**config.mk**
```make
export PLATFORM = sky130hd
export DESIGN_NAME = hazard_control_unit_flat
export DESIGN_NICKNAME = d
export VERILOG_FILES = /design/src/rtl/hazard_control_unit_if.sv /design/src/rtl/hazard_control_unit.sv /design/src/flat_wrapper.sv
export SDC_FILE = /design/constraint.sdc
export NUM_CORES = 1
export LEC_CHECK = 0
export ABC_CLOCK_PERIOD_IN_PS = 4400
export BUFFER_PORTS_ARGS = -buffer_cell sky130_fd_sc_hd__buf_4
export CORE_MARGIN = 2
export CORE_UTILIZATION = 53
export DETAILED_ROUTE_END_ITERATION = 10
export PLACE_DENSITY = 0.84
export SLEW_MARGIN = 20
export SYNTH_ARGS = -nofsm -noshare
export SYNTH_HDL_FRONTEND = slang
export SYNTH_SLANG_ARGS = --single-unit
export TNS_END_PERCENT = 30
```
**constraint.sdc**
```tcl
create_clock -name clk -period 4.4 [get_ports clk]
set_input_delay 0 -clock clk [delete_from_list [all_inputs] [get_ports clk]]
set_output_delay 0 -clock clk [all_outputs]
set_load 0.01 [all_outputs]
```
**src/rtl/hazard_control_unit_if.sv**
```systemverilog
// hazard_control_unit_if: pipeline hazard signals between datapath (master) and hazard controller (slave)
interface hazard_control_unit_if #(
    parameter int REG_ADDR_W = 5,
    parameter int CNT_W = 16
);
    logic [REG_ADDR_W-1:0] id_rs;
    logic [REG_ADDR_W-1:0] id_rt;
    logic [REG_ADDR_W-1:0] ex_rt;
    logic id_uses_rt;
    logic id_muldiv;
    logic id_hilo_read;
    logic ex_mem_read;
    logic ex_branch_taken;
    logic pc_write;
    logic ifid_write;
    logic idex_bubble;
    logic ifid_flush;
    logic muldiv_busy;
    logic [CNT_W-1:0] stall_cnt;
    modport master (
        output id_rs, id_rt, ex_rt, id_uses_rt, id_muldiv, id_hilo_read, ex_mem_read, ex_branch_taken,
        input pc_write, ifid_write, idex_bubble, ifid_flush, muldiv_busy, stall_cnt
    );
    modport slave (
        input id_rs, id_rt, ex_rt, id_uses_rt, id_muldiv, id_hilo_read, ex_mem_read, ex_branch_taken,
        output pc_write, ifid_write, idex_bubble, ifid_flush, muldiv_busy, stall_cnt
    );
endinterface

```
**src/rtl/hazard_control_unit.sv**
```systemverilog
// hazard_control_unit: load-use, MULT/DIV structural and branch hazard stall/flush control
module hazard_control_unit #(
    parameter int REG_ADDR_W = 5,
    parameter int MULDIV_LAT = 4,
    parameter int CNT_W = 16
) (
    input logic clk,
    input logic reset,
    hazard_control_unit_if.slave bus
);
    typedef enum logic {IDLE, BUSY} state_t;
    state_t state, state_next;
    logic [3:0] cnt, cnt_next;
    logic load_use, struct_haz, stall, flush, issue;
    // hazard detection; reset masks stall and flush so the pipeline free-runs while held
    always_comb begin
        load_use = bus.ex_mem_read && bus.ex_rt != {REG_ADDR_W{1'b0}} &&
                   (bus.ex_rt == bus.id_rs || (bus.id_uses_rt && bus.ex_rt == bus.id_rt));
        struct_haz = state == BUSY && (bus.id_muldiv || bus.id_hilo_read);
        flush = bus.ex_branch_taken && !reset;
        stall = (load_use || struct_haz) && !bus.ex_branch_taken && !reset;
        issue = bus.id_muldiv && !stall && !bus.ex_branch_taken && !reset;
    end
    // pipeline control outputs; a taken branch overrides any stall source
    always_comb begin
        bus.pc_write = !stall;
        bus.ifid_write = !stall;
        bus.idex_bubble = stall || flush;
        bus.ifid_flush = flush;
        bus.muldiv_busy = state == BUSY;
    end
    // MULT/DIV occupancy: busy for MULDIV_LAT cycles after the issue cycle
    always_comb begin
        state_next = state;
        cnt_next = cnt;
        if (state == IDLE) begin
            state_next = issue ? BUSY : IDLE;
            cnt_next = issue ? 4'(MULDIV_LAT - 1) : cnt;
        end else begin
            state_next = cnt != 4'd0 ? BUSY : IDLE;
            cnt_next = cnt != 4'd0 ? cnt - 4'd1 : cnt;
        end
    end
    // state register
    always_ff @(posedge clk or posedge reset) begin
        if (reset) begin
            state <= IDLE;
            cnt <= 4'd0;
        end else begin
            state <= state_next;
            cnt <= cnt_next;
        end
    end
    // saturating count of cycles with the PC held
    always_ff @(posedge clk or posedge reset) begin
        if (reset)
            bus.stall_cnt <= '0;
        else if (stall && bus.stall_cnt != {CNT_W{1'b1}})
            bus.stall_cnt <= bus.stall_cnt + CNT_W'(1);
    end
endmodule

```
**src/flat_wrapper.sv**
```systemverilog
// flat-port wrapper written by rule: the top's interface ports become plain ports
module hazard_control_unit_flat 
#(
    parameter int REG_ADDR_W = 5,
    parameter int MULDIV_LAT = 4,
    parameter int CNT_W = 16
)
  (clk, reset, bus_id_rs, bus_id_rt, bus_ex_rt, bus_id_uses_rt, bus_id_muldiv, bus_id_hilo_read, bus_ex_mem_read, bus_ex_branch_taken, bus_pc_write, bus_ifid_write, bus_idex_bubble, bus_ifid_flush, bus_muldiv_busy, bus_stall_cnt);
  hazard_control_unit_if #(.REG_ADDR_W(REG_ADDR_W), .CNT_W(CNT_W)) bus_i ();
  input logic clk;
  input logic reset;
  input wire logic [$bits(bus_i.id_rs)-1:0] bus_id_rs;
  input wire logic [$bits(bus_i.id_rt)-1:0] bus_id_rt;
  input wire logic [$bits(bus_i.ex_rt)-1:0] bus_ex_rt;
  input wire logic [$bits(bus_i.id_uses_rt)-1:0] bus_id_uses_rt;
  input wire logic [$bits(bus_i.id_muldiv)-1:0] bus_id_muldiv;
  input wire logic [$bits(bus_i.id_hilo_read)-1:0] bus_id_hilo_read;
  input wire logic [$bits(bus_i.ex_mem_read)-1:0] bus_ex_mem_read;
  input wire logic [$bits(bus_i.ex_branch_taken)-1:0] bus_ex_branch_taken;
  output wire logic [$bits(bus_i.pc_write)-1:0] bus_pc_write;
  output wire logic [$bits(bus_i.ifid_write)-1:0] bus_ifid_write;
  output wire logic [$bits(bus_i.idex_bubble)-1:0] bus_idex_bubble;
  output wire logic [$bits(bus_i.ifid_flush)-1:0] bus_ifid_flush;
  output wire logic [$bits(bus_i.muldiv_busy)-1:0] bus_muldiv_busy;
  output wire logic [$bits(bus_i.stall_cnt)-1:0] bus_stall_cnt;
  assign bus_i.id_rs = bus_id_rs;
  assign bus_i.id_rt = bus_id_rt;
  assign bus_i.ex_rt = bus_ex_rt;
  assign bus_i.id_uses_rt = bus_id_uses_rt;
  assign bus_i.id_muldiv = bus_id_muldiv;
  assign bus_i.id_hilo_read = bus_id_hilo_read;
  assign bus_i.ex_mem_read = bus_ex_mem_read;
  assign bus_i.ex_branch_taken = bus_ex_branch_taken;
  assign bus_pc_write = bus_i.pc_write;
  assign bus_ifid_write = bus_i.ifid_write;
  assign bus_idex_bubble = bus_i.idex_bubble;
  assign bus_ifid_flush = bus_i.ifid_flush;
  assign bus_muldiv_busy = bus_i.muldiv_busy;
  assign bus_stall_cnt = bus_i.stall_cnt;
  hazard_control_unit #(.REG_ADDR_W(REG_ADDR_W), .MULDIV_LAT(MULDIV_LAT), .CNT_W(CNT_W)) u_core (.clk(clk), .reset(reset), .bus(bus_i));
endmodule
```
After elaboration in Yosys (flattened, before gate mapping)
Index checks and enable logic that the tools add are counted.
Storage, ports and cells
  output and inout bits: 21
  bits in registers: 21
Operators by class
  mux-type cells: 6
  equality and inequality tests: 4
  $add $sub $neg: 2
  reductions and logical operators: 22
Operators with widths (number)
  adder 16 x 1 -> 16 bit, second input constant: 1
  inequality test 16 bit, second input constant: 1
  2-to-1 mux 4 bit: 3
  logical AND 1 bit: 11
  equality test 5 bit: 2
  nonzero test 5 bit: 1
  logical OR 1 bit: 4
  nonzero test 4 bit: 1
  subtractor 4 x 1 -> 4 bit, second input constant: 1
  zero test 1 bit: 3
  2-to-1 mux 1 bit: 3
  inequality test 2 bit, second input constant: 1
  AND reduction 2 bit: 1
  nonzero test 2 bit: 1

Logic depth before layout (Yosys ltp)
  depth after elaboration: 13
  gate-level depth with buffers: 8
  mapped depth without buffers: 7

Worst setup path before layout
Ideal clock, no wire load.
  path type: flip-flop to flip-flop
  start point: register u_core.bus.stall_cnt[6]
  end point: register u_core.bus.stall_cnt[5]
  library setup time: 0.079 ns
  clock period less this slack: 1.834 ns
  cell stages (with the launch flop): 8
  buffers on the path: 1
  slack: 2.566 ns
  arrival time: 1.755 ns
  path through: dfrtp_1 and4_1 and3_1 nand2_1 o21ai_2 buf_2 nor4_1 xor2_1
On the way
  longest elaborated chain between the ends: 2
RTL lines
  from (decl): RTL line hazard_control_unit_if.sv:26  | output pc_write, ifid_write, idex_bubble, ifid_flush, muldiv_busy, stall_cnt
  from (signal assigned): RTL line hazard_control_unit.sv:59  | bus.stall_cnt <= bus.stall_cnt + CNT_W'(1);
  inequality test 16 bit: RTL line hazard_control_unit.sv:58  | else if (stall && bus.stall_cnt != {CNT_W{1'b1}})
  logical AND 1 bit: RTL line hazard_control_unit.sv:58
Every way passes these cells.
A chain may end at the register's enable or synchronous reset.

Worst setup path in the final report
  start point: register u_core.bus.stall_cnt[5]
  end point: register u_core.bus.stall_cnt[1]
The elaborated chain is that of the path after synthesis.

==> metrics.cfg <==
[outcome]
outcome=completed

[yosys]
avgSynthCellArea_sq_um=10.2
synthMostInstantiatedCell=xor2_1
synthCells=120
netlist.area_leader.share_pct=42.9
async_flop_share_pct=100
netlist_area_sq_um=1230
synth_seq_cells=21
synthTopCellsByCount=24 x xor2_1, 21 x dfrtp_1, 10 x nand2_1
ys_types=31
syn_nets=144
yosys_warnings=0
yosysSeqAreaShare_pct=42.9
synth_largest_area_cell=dfrtp_1
synth_edf_count=0
synth.area.top_cells=dfrtp_1 43%, xor2_1 17%, nor4_2 4.1%, nor4_1 3.6%, nand2_1 3.1%
synth_ff_type=dfrtp_1

[sta]
tightest_slew_ns=0.772
min_period_ns=2.24
finalHoldViolCount=0
finalCritPeriodShare_pct=50.8
setup_tns_ns=0
relSlewSlack_pct=48.5
setup_violations=0
finalMaxSlewViolations=0
fmax_ghz=0.447
finalClockSkew_ns=0.00554
rsz0062_at_grt=false

[power_and_ir_drop]
p_seq_share_pct=47.2
p_total_uw=634
p_comb_share_pct=38.2
swShare_pct=37.8
p_int_uw=395
power_density_nw_per_um2=402
cellLeakagePower_uw=0.000801
switchingPower_uw=239
p_clk_share_pct=14.7
ir_worst_vdd_uv=326

[clock_tree]
cts_root_buf=clkbuf_4
cts_tree=done
clock-sinks=21
clock_path_buffers=2
cts_max_level=1
clock_latency_ns=0.31
cts-buffers-inserted=3
cts_resized=0
hold_buffers=1
clk_pin_slew_ns=0.12
cts_setup_buffers=0

[placed_design]
place_inst=186
hpwl_microns=2110
gp_congestion=0.825
portBuffers=42

[final_layout]
area_growth_pct=28.8
fin_cells=191
post-route-util_pct=72.1
layout-drive-gt1-share_pct=34.4
final_nets=188
antennaDiodeCount=0
fill_cells=165
regArea_sq_um=526
multiInputGateArea_sq_um=643

[floorplan]
die_w_microns=52.1
fp-row-count=17
die_height_microns=52.1
start_util_pct=56.0
ios=43
die_area_sq_um=2710
coreArea_sq_um=2190

[worst_setup_path]
critPathMaxFanout=15
r2r_end=u_core.bus.stall_cnt[1]
required_ns=4.60
end_kind=flip-flop
crit_arrival_ns=2.44
crit_type=reg2reg
r2r_start=u_core.bus.stall_cnt[5]
regToRegSetupSlack_ns=2.16
worst_setup_path_start_kind=flip-flop
rr_worst_depth=6

[drt]
vias=1041
routedWlPerCell_microns=14.1
vias_per_cell=5.45
top_layer_used=met4
routed_wl_microns=2690
routed-wl-met3_microns=135
wl_met2_microns=1450
drc=0
wl_met1_microns=1080
drtIter0Drc=31
dr.pass1.iters=4
ant_nets=0

[global_route]
grt_max_degree=22
grt_pass1_wl_microns=4420
track_usage_pct=21.8
grt_pass1_vias=1033
antenna_found_initial=0
gr-total-overflow=0

[min_path]
hold_depth=4
hold_path_class=in2reg
min_from=bus_ex_branch_taken
hold_end=u_core.cnt[2]

[flow_run]
maxCapViolCount=0

flip-flops by register name (all words and copies together), names as in the netlist:
register / flops
u_core.bus.stall_cnt: 16
u_core.cnt: 4
u_core.bus.muldiv_busy: 1
layout by cell type, fill, tap and decap left out, types with 2 or more instances in the layout:
cell type  netlist  layout
buf_4            1      42
xor2_1          24      24
o21ai_0          3       3
ha_1             2       2
nor3_1           4       4
inv_1            6       6
dfrtp_1         21      21
nor4_1           7       7
and3_1           4       4
o21a_1           2       2
nand4_1          3       3
nor2_1           6       6
mux2_2           2       2
nand2_1         10      10
nand3_1          3       3
xnor2_1          3       3
clkbuf_4         0       3
nor4_2           4       4
worst max-delay path, cell delays in order, from the launching register on:
cell and delay, ns:
dfrtp_1 0.43, and4_1 0.26, and3_1 0.25, nand2_1 0.16
o21ai_2 0.56, nor2_1 0.17, mux2_2 0.30
routing by layer:
| layer | vias to the layer above | GRT usage [%] |
|---|---|---|
| met3 | 4 | 3.16 |
| met1 | 498 | 24.8 |
| met4 | 0 | 7.46 |
| met2 | 29 | 41.1 |
| met5 | - | 0 |
| li1 | 510 | - |
power by group through the flow:
stage          combinational, uW  sequential (uW)  clock [uW]
5_1_grt                      267              309         104
4_1_cts                      245              298        95.1
3_3_place_gp                 231              296           0
6_report                     242              299        92.9
3_5_place_dp                 243              302           0
2_1_floorplan                148              305           0
per-stage QoR:
step                      worst slack (ns)  hold slack (ns)  instance area, sq um
after floorplan                       2.57          -0.0235                  1230
after global placement                2.33            0.201                  1540
after detailed placement              2.21            0.230                  1540
after CTS                             2.18           0.0825                  1580
after global routing                  2.03           0.0951                  1580
final                                 2.16           0.0789                  1580
logic make-up (layout without fill, tap and decap cells):
kind of cell | after synthesis | count (layout) | synth area share, %
xor+xnor | 27 | 27 | 19.3
buf+inv | 10 | 53 | 4.69
compound gates | 10 | 10 | 5.41
fa+ha+maj | 2 | 2 | 2.04
flops | 21 | 21 | 42.9
simple gates | 48 | 48 | 23.9
mux | 2 | 2 | 1.84
worst max-delay path by stage:
| stage | start | to | slack, ns | cells past startpoint |
|---|---|---|---|---|
| finish | u_core.bus.stall_cnt[5] | u_core.bus.stall_cnt[1] | 2.16 | 6 |
| floorplan | u_core.bus.stall_cnt[6] | u_core.bus.stall_cnt[5] | 2.57 | 7 |
| global placement | u_core.bus.stall_cnt[5] | u_core.bus.stall_cnt[1] | 2.33 | 6 |
| CTS | u_core.bus.stall_cnt[5] | u_core.bus.stall_cnt[1] | 2.18 | 6 |
| detailed placement | u_core.bus.stall_cnt[5] | u_core.bus.stall_cnt[1] | 2.21 | 6 |
| global route | u_core.bus.stall_cnt[5] | u_core.bus.stall_cnt[1] | 2.03 | 6 |
cell type report:
class / count / area share [%]
clock buffer: 3 / 1.43
inverter: 6 / 1.43
timing repair buffer: 43 / 20.6
multi-input combinational: 89 / 40.7
clock inverter: 1 / 0.317
tap: 28 / 2.22
sequential: 21 / 33.3
No activity file was read; power rests on OpenSTA's default activity.
